$ cat src/rtl/uart_cmd_pkg.sv
`default_nettype none
// ============================================================================
//  Module   : uart_cmd_pkg
//  Purpose  : Shared types for the UART command scheduler: command codes,
//             link FSM states, ASCII command bytes and the byte decoder.
//  Revision : 1.0 - initial release
// ============================================================================
package uart_cmd_pkg;

  typedef enum logic [1:0] {
    CMD_FLAP  = 2'd0,
    CMD_START = 2'd1,
    CMD_PAUSE = 2'd2,
    CMD_RESET = 2'd3
  } cmd_t;

  typedef enum logic {
    LINK_DOWN = 1'b0,
    LINK_UP   = 1'b1
  } link_state_t;

  localparam logic [7:0] C_ASCII_ONE  = 8'h31;
  localparam logic [7:0] C_ASCII_S_UC = 8'h53;
  localparam logic [7:0] C_ASCII_S_LC = 8'h73;
  localparam logic [7:0] C_ASCII_P_UC = 8'h50;
  localparam logic [7:0] C_ASCII_P_LC = 8'h70;
  localparam logic [7:0] C_ASCII_R_UC = 8'h52;
  localparam logic [7:0] C_ASCII_R_LC = 8'h72;

  typedef struct packed {
    logic valid;
    cmd_t code;
  } dec_t;

  // Map a received byte to a command; valid=0 for bytes that carry no command.
  function automatic dec_t decode_byte(input logic [7:0] b);
    dec_t r;
    r.valid = 1'b1;
    r.code  = CMD_FLAP;
    case (b)
      C_ASCII_ONE:                r.code  = CMD_FLAP;
      C_ASCII_S_UC, C_ASCII_S_LC: r.code  = CMD_START;
      C_ASCII_P_UC, C_ASCII_P_LC: r.code  = CMD_PAUSE;
      C_ASCII_R_UC, C_ASCII_R_LC: r.code  = CMD_RESET;
      default:                    r.valid = 1'b0;
    endcase
    return r;
  endfunction

endpackage
`default_nettype wire

$ cat src/rtl/uart_cmd_scheduler_if.sv
`default_nettype none
// ============================================================================
//  Module   : uart_cmd_scheduler_if
//  Purpose  : Byte input from the UART receiver and the command valid/ready
//             handshake towards the game FSM.
//  Revision : 1.0 - initial release
// ============================================================================
interface uart_cmd_scheduler_if;
  import uart_cmd_pkg::*;

  logic [7:0] rx_data;
  logic       rx_valid;
  logic       cmd_valid;
  cmd_t       cmd_code;
  logic       cmd_ready;

  // Upstream byte source and downstream command consumer.
  modport master (output rx_data, output rx_valid, output cmd_ready,
                  input  cmd_valid, input cmd_code);

  // The scheduler itself.
  modport slave  (input  rx_data, input rx_valid, input cmd_ready,
                  output cmd_valid, output cmd_code);
endinterface
`default_nettype wire

$ cat src/rtl/cmd_fifo.sv
`default_nettype none
// ============================================================================
//  Module   : cmd_fifo
//  Purpose  : Small synchronous FIFO of cmd_t with flush. A push and a pop in
//             the same cycle on a full queue both succeed. Flush with push
//             leaves exactly the pushed entry in the queue.
//  Revision : 1.0 - initial release
// ============================================================================
module cmd_fifo
  import uart_cmd_pkg::*;
#(
  parameter int DEPTH = 4
) (
  input  logic                     clk,
  input  logic                     rst_n,
  input  logic                     push_i,
  input  logic                     pop_i,
  input  logic                     flush_i,
  input  cmd_t                     data_i,
  output cmd_t                     head_o,
  output logic                     full_o,
  output logic                     empty_o,
  output logic [$clog2(DEPTH):0]   level_o
);

  localparam int AW = $clog2(DEPTH);

  cmd_t          mem_q [DEPTH];
  logic [AW-1:0] rd_ptr_q;
  logic [AW-1:0] wr_ptr_q;
  logic [AW:0]   count_q;
  logic          w_pop;
  logic          w_push;

  assign empty_o = (count_q == '0);
  assign full_o  = (count_q == (AW+1)'(DEPTH));
  assign level_o = count_q;
  assign head_o  = mem_q[rd_ptr_q];

  // Pops on an empty queue are ignored; a push into a full queue needs a pop.
  assign w_pop  = pop_i && !empty_o;
  assign w_push = push_i && (!full_o || w_pop);

  // Storage, pointers and occupancy; flush restarts the queue from slot 0.
  always_ff @(posedge clk or negedge rst_n) begin
    if (!rst_n) begin
      for (int i = 0; i < DEPTH; i++) mem_q[i] <= CMD_FLAP;
      rd_ptr_q <= '0;
      wr_ptr_q <= '0;
      count_q  <= '0;
    end else if (flush_i) begin
      rd_ptr_q <= '0;
      if (push_i) begin
        mem_q[0] <= data_i;
        wr_ptr_q <= AW'(1);
        count_q  <= (AW+1)'(1);
      end else begin
        wr_ptr_q <= '0;
        count_q  <= '0;
      end
    end else begin
      if (w_push) begin
        mem_q[wr_ptr_q] <= data_i;
        wr_ptr_q        <= wr_ptr_q + 1'b1;
      end
      if (w_pop) rd_ptr_q <= rd_ptr_q + 1'b1;
      count_q <= count_q + (AW+1)'(w_push) - (AW+1)'(w_pop);
    end
  end

endmodule
`default_nettype wire

$ cat src/rtl/uart_cmd_scheduler.sv
`default_nettype none
// ============================================================================
//  Module   : uart_cmd_scheduler
//  Purpose  : Decodes ASCII command bytes from the UART receiver, rate-limits
//             FLAPs, tracks pause mode, queues commands for the game FSM and
//             reports link activity and a saturating dropped-command count.
//  Revision : 1.0 - initial release
// ============================================================================
module uart_cmd_scheduler
  import uart_cmd_pkg::*;
#(
  parameter int CLK_FREQ      = 65_000_000,
  parameter int CLICK_GAP_CYC = 3_250_000,
  parameter int LINK_TO_CYC   = 65_000_000,
  parameter int FIFO_DEPTH    = 4
) (
  input  logic                          clk,
  input  logic                          rst_n,
  uart_cmd_scheduler_if.slave           cmd_if,
  output logic                          paused_o,
  output logic                          link_active_o,
  output logic [7:0]                    drop_cnt_o,
  output logic [$clog2(FIFO_DEPTH):0]   fifo_level_o
);

  localparam int GAP_W  = $clog2(CLICK_GAP_CYC + 1);
  localparam int LINK_W = $clog2(LINK_TO_CYC + 1);

  if ((CLK_FREQ < 1) || (CLICK_GAP_CYC < 1) || (LINK_TO_CYC < 1) || (FIFO_DEPTH < 2) ||
      ((FIFO_DEPTH & (FIFO_DEPTH - 1)) != 0)) begin : g_param_check
    $error("uart_cmd_scheduler: illegal parameter value");
  end

  dec_t              w_dec;
  logic              w_is_flap;
  logic              w_flap_drop;
  logic              w_d_load;
  logic              w_enq_reset;
  logic              w_push_ok;
  logic              w_full_drop;
  logic              w_full;
  logic              w_empty;
  cmd_t              w_head;
  logic [1:0]        w_drop_inc;
  logic [8:0]        w_drop_sum;

  logic              d_valid_q,  d_valid_d;
  cmd_t              d_code_q,   d_code_d;
  logic              paused_q,   paused_d;
  logic [GAP_W-1:0]  gap_q,      gap_d;
  logic [7:0]        drop_q,     drop_d;
  link_state_t       link_q,     link_d;
  logic [LINK_W-1:0] link_cnt_q, link_cnt_d;

  // FLAPs are filtered at decode time, before they can occupy stage D.
  assign w_dec       = decode_byte(cmd_if.rx_data);
  assign w_is_flap   = cmd_if.rx_valid && w_dec.valid && (w_dec.code == CMD_FLAP);
  assign w_flap_drop = w_is_flap && ((gap_q != '0) || paused_q);
  assign w_d_load    = cmd_if.rx_valid && w_dec.valid && !w_flap_drop;

  // RESET bypasses the full check because it flushes the queue first.
  assign w_enq_reset = d_valid_q && (d_code_q == CMD_RESET);
  assign w_push_ok   = d_valid_q && (w_enq_reset || !w_full || (cmd_if.cmd_ready && !w_empty));
  assign w_full_drop = d_valid_q && !w_push_ok;

  cmd_fifo #(.DEPTH(FIFO_DEPTH)) u_fifo (
    .clk     (clk),
    .rst_n   (rst_n),
    .push_i  (d_valid_q),
    .pop_i   (cmd_if.cmd_ready),
    .flush_i (w_enq_reset),
    .data_i  (d_code_q),
    .head_o  (w_head),
    .full_o  (w_full),
    .empty_o (w_empty),
    .level_o (fifo_level_o)
  );

  // Next state of the decode stage, pause mode, FLAP gap timer and drop counter.
  always_comb begin
    d_valid_d = w_d_load;
    d_code_d  = w_dec.code;

    paused_d = paused_q;
    if (w_push_ok) begin
      case (d_code_q)
        CMD_PAUSE:            paused_d = !paused_q;
        CMD_START, CMD_RESET: paused_d = 1'b0;
        default:              paused_d = paused_q;
      endcase
    end

    gap_d = gap_q;
    if (w_enq_reset)        gap_d = '0;
    else if (w_is_flap && !w_flap_drop) gap_d = GAP_W'(CLICK_GAP_CYC - 1);
    else if (gap_q != '0)   gap_d = gap_q - 1'b1;

    // A filtered FLAP and a full-queue drop can coincide in one cycle.
    w_drop_inc = 2'(w_flap_drop) + 2'(w_full_drop);
    w_drop_sum = {1'b0, drop_q} + 9'(w_drop_inc);
    drop_d     = w_drop_sum[8] ? 8'hFF : w_drop_sum[7:0];
  end

  // Link FSM: any received byte restarts the activity timeout.
  always_comb begin
    link_d     = link_q;
    link_cnt_d = link_cnt_q;
    if (cmd_if.rx_valid) begin
      link_d     = LINK_UP;
      link_cnt_d = LINK_W'(LINK_TO_CYC - 1);
    end else if (link_q == LINK_UP) begin
      if (link_cnt_q == '0) link_d = LINK_DOWN;
      else                  link_cnt_d = link_cnt_q - 1'b1;
    end
  end

  // State registers; reset also discards a command held in stage D.
  always_ff @(posedge clk or negedge rst_n) begin
    if (!rst_n) begin
      d_valid_q  <= 1'b0;
      d_code_q   <= CMD_FLAP;
      paused_q   <= 1'b0;
      gap_q      <= '0;
      drop_q     <= '0;
      link_q     <= LINK_DOWN;
      link_cnt_q <= '0;
    end else begin
      d_valid_q  <= d_valid_d;
      d_code_q   <= d_code_d;
      paused_q   <= paused_d;
      gap_q      <= gap_d;
      drop_q     <= drop_d;
      link_q     <= link_d;
      link_cnt_q <= link_cnt_d;
    end
  end

  assign cmd_if.cmd_valid = !w_empty;
  assign cmd_if.cmd_code  = w_head;
  assign paused_o         = paused_q;
  assign link_active_o    = (link_q == LINK_UP);
  assign drop_cnt_o       = drop_q;

endmodule
`default_nettype wire

$ cat src/flat_wrapper.sv
// flat-port wrapper written by rule: the top's interface ports become plain ports
module uart_cmd_scheduler_flat import uart_cmd_pkg::*;
#(
  parameter int CLK_FREQ      = 65_000_000,
  parameter int CLICK_GAP_CYC = 3_250_000,
  parameter int LINK_TO_CYC   = 65_000_000,
  parameter int FIFO_DEPTH    = 4
)
  (clk, rst_n, paused_o, link_active_o, drop_cnt_o, fifo_level_o, cmd_if_rx_data, cmd_if_rx_valid, cmd_if_cmd_ready, cmd_if_cmd_valid, cmd_if_cmd_code);
  uart_cmd_scheduler_if cmd_if_i ();
  input  logic clk;
  input  logic rst_n;
  output logic paused_o;
  output logic link_active_o;
  output logic [7:0] drop_cnt_o;
  output logic [$clog2(FIFO_DEPTH):0] fifo_level_o;
  input wire logic [$bits(cmd_if_i.rx_data)-1:0] cmd_if_rx_data;
  input wire logic [$bits(cmd_if_i.rx_valid)-1:0] cmd_if_rx_valid;
  input wire logic [$bits(cmd_if_i.cmd_ready)-1:0] cmd_if_cmd_ready;
  output wire logic [$bits(cmd_if_i.cmd_valid)-1:0] cmd_if_cmd_valid;
  output wire logic [$bits(cmd_if_i.cmd_code)-1:0] cmd_if_cmd_code;
  assign cmd_if_i.rx_data = cmd_if_rx_data;
  assign cmd_if_i.rx_valid = cmd_if_rx_valid;
  assign cmd_if_i.cmd_ready = cmd_if_cmd_ready;
  assign cmd_if_cmd_valid = cmd_if_i.cmd_valid;
  assign cmd_if_cmd_code = cmd_if_i.cmd_code;
  uart_cmd_scheduler #(.CLK_FREQ(CLK_FREQ), .CLICK_GAP_CYC(CLICK_GAP_CYC), .LINK_TO_CYC(LINK_TO_CYC), .FIFO_DEPTH(FIFO_DEPTH)) u_core (.clk(clk), .rst_n(rst_n), .cmd_if(cmd_if_i), .paused_o(paused_o), .link_active_o(link_active_o), .drop_cnt_o(drop_cnt_o), .fifo_level_o(fifo_level_o));
endmodule
$ cat config.mk
export PLATFORM = sky130hd
export DESIGN_NAME = uart_cmd_scheduler_flat
export DESIGN_NICKNAME = d
export VERILOG_FILES = /design/src/rtl/uart_cmd_pkg.sv /design/src/rtl/uart_cmd_scheduler_if.sv /design/src/rtl/cmd_fifo.sv /design/src/rtl/uart_cmd_scheduler.sv /design/src/flat_wrapper.sv
export SDC_FILE = /design/constraint.sdc
export NUM_CORES = 1
export LEC_CHECK = 0
export ABC_CLOCK_PERIOD_IN_PS = 3650
export CORE_MARGIN = 2
export CORE_UTILIZATION = 59
export CTS_CLUSTER_DIAMETER = 50
export CTS_CLUSTER_SIZE = 16
export DETAILED_ROUTE_END_ITERATION = 6
export PLACE_DENSITY = 0.8
export SLEW_MARGIN = 10
export SYNTH_ARGS = -nofsm -noshare
export SYNTH_HDL_FRONTEND = slang
export SYNTH_SLANG_ARGS = --single-unit
$ cat constraint.sdc
create_clock -name clk -period 3.65 [get_ports clk]
set_input_delay 0.5475 -clock clk [delete_from_list [all_inputs] [get_ports clk]]
set_output_delay 0.5475 -clock clk [all_outputs]
set_load 0.05 [all_outputs]
==> impl_metrics.yaml <==
run_status:
  outcome: "finished clean"
floorplan:
  coreArea_um2: 6420
  rows: 29
  io_pins: 28
  initial_utilization_pct: 61.6
  dieArea_um2: 7370
  die_w_um: 85.9
  die_h_um: 85.9
sta:
  min_period_ps: 3190
  setup_tns_ps: 0
  rsz0062_at_grt: "false"
  worst_slew_pin_slew_ps: 955
  relSlewSlack_pct: 36.3
  setup_viol: 0
  final-hold-violation-count: 0
  min_period_over_period_pct: 87.4
  drv_slew: 0
  fmax_mhz: 313
  fin_hold_ws_ps: 319
  finClkSkew_ps: 8.92
layout:
  layout-drive-gt1-share_pct: 10.9
  fin_nets: 450
  most-common-layout-cells: "dfrtp_1, nand2_1, a21oi_1, or3_1, clkdlybuf4s50_1"
  diodes: 0
  postLayoutCellArea_um2: 4460
  syn2layout_area_growth_pct: 12.9
  layout_commonest_cell: "dfrtp_1"
cts:
  ctsHoldBuffers: 0
  clkTransAtPathRegs_ps: 80
  postCtsResizedCells: 0
  cts.sinks: 76
  clk_latency_ps: 350
  numCtsBuffers: 9
  cts_setup_buffers: 0
  cts_root_buf: "clkbuf_8"
  cts_max_level: 3
  cts_tree: "yes"
  cts_buffer_depth: 2
yosys:
  syn_nets: 421
  synth-main-ff-cell: "dfrtp_1"
  async_flop_share_pct: 100
  yosysUniqueCellTypes: 54
  netlist_area_um2: 3960
  synth_edf_count: 0
  ys_seq_elements: 76
  syn_avg_cell_area_um2: 9.96
  synthCells: 397
  ys_seq_area_share_pct: 48.1
  ys_warn_count: 0
route:
  drtIter0Drc: 210
  postRouteAntennaNets: 0
  vias: 3062
  drcViolationCount: 0
  drt_pre_antenna_iters: 6
  wl_per_cell_um: 15.5
  viasPerCell: 6.03
  wl_mm: 7.85
grt:
  grt_max_degree: 77
  grt_pass1_vias: 2930
  grt_pass1_wl_mm: 13.7
  grt_overflow: 0
  grt_util_all_layers_pct: 23.6
  antenna_found_initial: 0
place:
  dpl-instance-area_um2: 4300
  gp_congestion: 0.751
  dp_hpwl_mm: 5.42
  portBuffers: 27
worst_hold_path:
  hp-class: "primary input to asynchronous set/reset pin"
pwr:
  p_leak_nw: 1.69
  p_per_area_nw_per_um2: 442
  vdd_drop_max_v: 0.000211
worst_setup_path:
  crit_start: "u_core.gap_q[0]"
  worstPathRequired_ps: 3880
  critPathArrivalTime_ps: 3420
  reg2reg_depth: 13
  worstSetupPathType: "flop to flop"
  cp-end-kind: "flop"
  critPathLaunchType: "flop"
  cp_max_fo: 6
  r2r_start: "u_core.gap_q[0]"
flow_run:
  cap_violations: 0
## registers in the layout, summed over array words and instances (netlist names), 2 cells and up
name,cells
u_core.link_cnt_q,26
u_core.gap_q,22
u_core.drop_cnt_o,8
u_core.u_fifo.mem_q,8
u_core.u_fifo.level_o,3
u_core.d_code_q,2
u_core.u_fifo.rd_ptr_q,2
u_core.u_fifo.wr_ptr_q,2
## critical path, stage by stage (launching register included)
cell and delay [ps]:
dfrtp_1 410, inv_1 120, ha_1 150, or4b_2 600, nor3_1 320, nand4_1 250, o21ai_0 300, fa_1 210
inv_1 50, ha_1 210, nand2_1 100, nor2_1 70, nand3_1 190, nand2b_1 80
## power by group
| group | leakage [nW] | total, mW | internal (mW) | switching (mW) |
|---|---|---|---|---|
| Sequential | 0.854 | 0.991 | 0.907 | 0.0836 |
| Clock | 0.0783 | 0.562 | 0.245 | 0.317 |
| Combinational | 0.756 | 0.420 | 0.180 | 0.241 |
| Total | 1.69 | 1.97 | 1.33 | 0.641 |
## per-layer routing
| metal | vias up | routed length (um) | global-route usage [%] |
|---|---|---|---|
| li1 | 1503 | - | - |
| met1 | 1521 | 3570 | 31.3 |
| met2 | 30 | 3980 | 39.0 |
| met3 | 8 | 189 | 4.14 |
| met4 | 0 | 106 | 8.66 |
| met5 | - | 0 | 0 |
## final timing paths
| check | end | slack (ps) |
|---|---|---|
| worst max-delay path | u_core.drop_cnt_o[1] | 460 |
| worst min-delay path | u_core.u_fifo.rd_ptr_q[1] | 320 |
| worst max register to register | u_core.drop_cnt_o[1] | 460 |
| worst min register to register | u_core.link_cnt_q[4] | 510 |
| max in group asynchronous | u_core.link_cnt_q[6] | 2680 |
| min in group clk | u_core.link_cnt_q[4] | 510 |
## through the flow
stage                     worst slack (ps)  std cells  power (mW)  utilization, %
after floorplan                        486        397        1.29               -
after global placement                 194        492        1.41            66.9
after detailed placement              91.5        492        1.43            66.9
after CTS                              455        508        1.99            69.5
after global routing                   130        508        2.08            69.5
final                                  460        508        1.97            69.5
## Yosys cell counts (all sizes together) (2+ instances only)
| library cell | n | area [um^2] |
|---|---|---|
| nand3 | 21 | 105 |
| nand2b | 6 | 45.0 |
| o31ai | 4 | 35.0 |
| nor4 | 10 | 68.8 |
| nor3b | 2 | 15.0 |
| clkbuf | 9 | 35.0 |
| mux4 | 2 | 45.0 |
| or4b | 4 | 40.0 |
| or3b | 2 | 17.5 |
| inv | 15 | 56.3 |
| o21ai | 23 | 119 |
| nand4 | 5 | 31.3 |
| a21oi | 27 | 135 |
| or4 | 6 | 53.8 |
| nor4b | 4 | 35.0 |
| nand2 | 33 | 124 |
| mux2 | 9 | 101 |
| o311ai | 2 | 17.5 |
| a211oi | 2 | 15.0 |
| nor2 | 18 | 67.6 |
| or3 | 27 | 170 |
| a2111oi | 2 | 17.5 |
| nor3 | 18 | 90.1 |
| ha | 10 | 125 |
| mux2i | 2 | 20.0 |
| and2 | 4 | 25.0 |
| or2 | 2 | 12.5 |
| a31oi | 6 | 37.5 |
| nor2b | 4 | 25.0 |
| fa | 2 | 40.0 |
| a31o | 2 | 17.5 |
| buf | 4 | 18.8 |
| o41ai | 3 | 26.3 |
| xnor2 | 19 | 166 |
| xor2 | 4 | 35.0 |
| dfrtp | 76 | 1900 |
| and3 | 3 | 18.8 |
## kinds of logic after synthesis
group	count (synthesis)	share of synthesized area [%]
XOR/XNOR	23	5.09
buffers and inverters	28	2.78
AND/OR/NAND/NOR	172	24.6
multiplexers	13	4.21
flip-flops	76	48.1
AO/OA/AOI/OAI	73	11.0
adder cells (fa/ha/maj)	12	4.18
## cell type report
class / count / area [um^2]
Sequential cell: 76 / 1900
Timing Repair Buffer: 31 / 298
Tap cell: 77 / 96.3
Fill cell: 509 / 1960
Inverter: 15 / 56.3
Multi-Input combinational cell: 293 / 1940
Clock buffer: 10 / 128
Clock inverter: 6 / 41.3
Note: power is estimated with default switching activity, not from simulation.
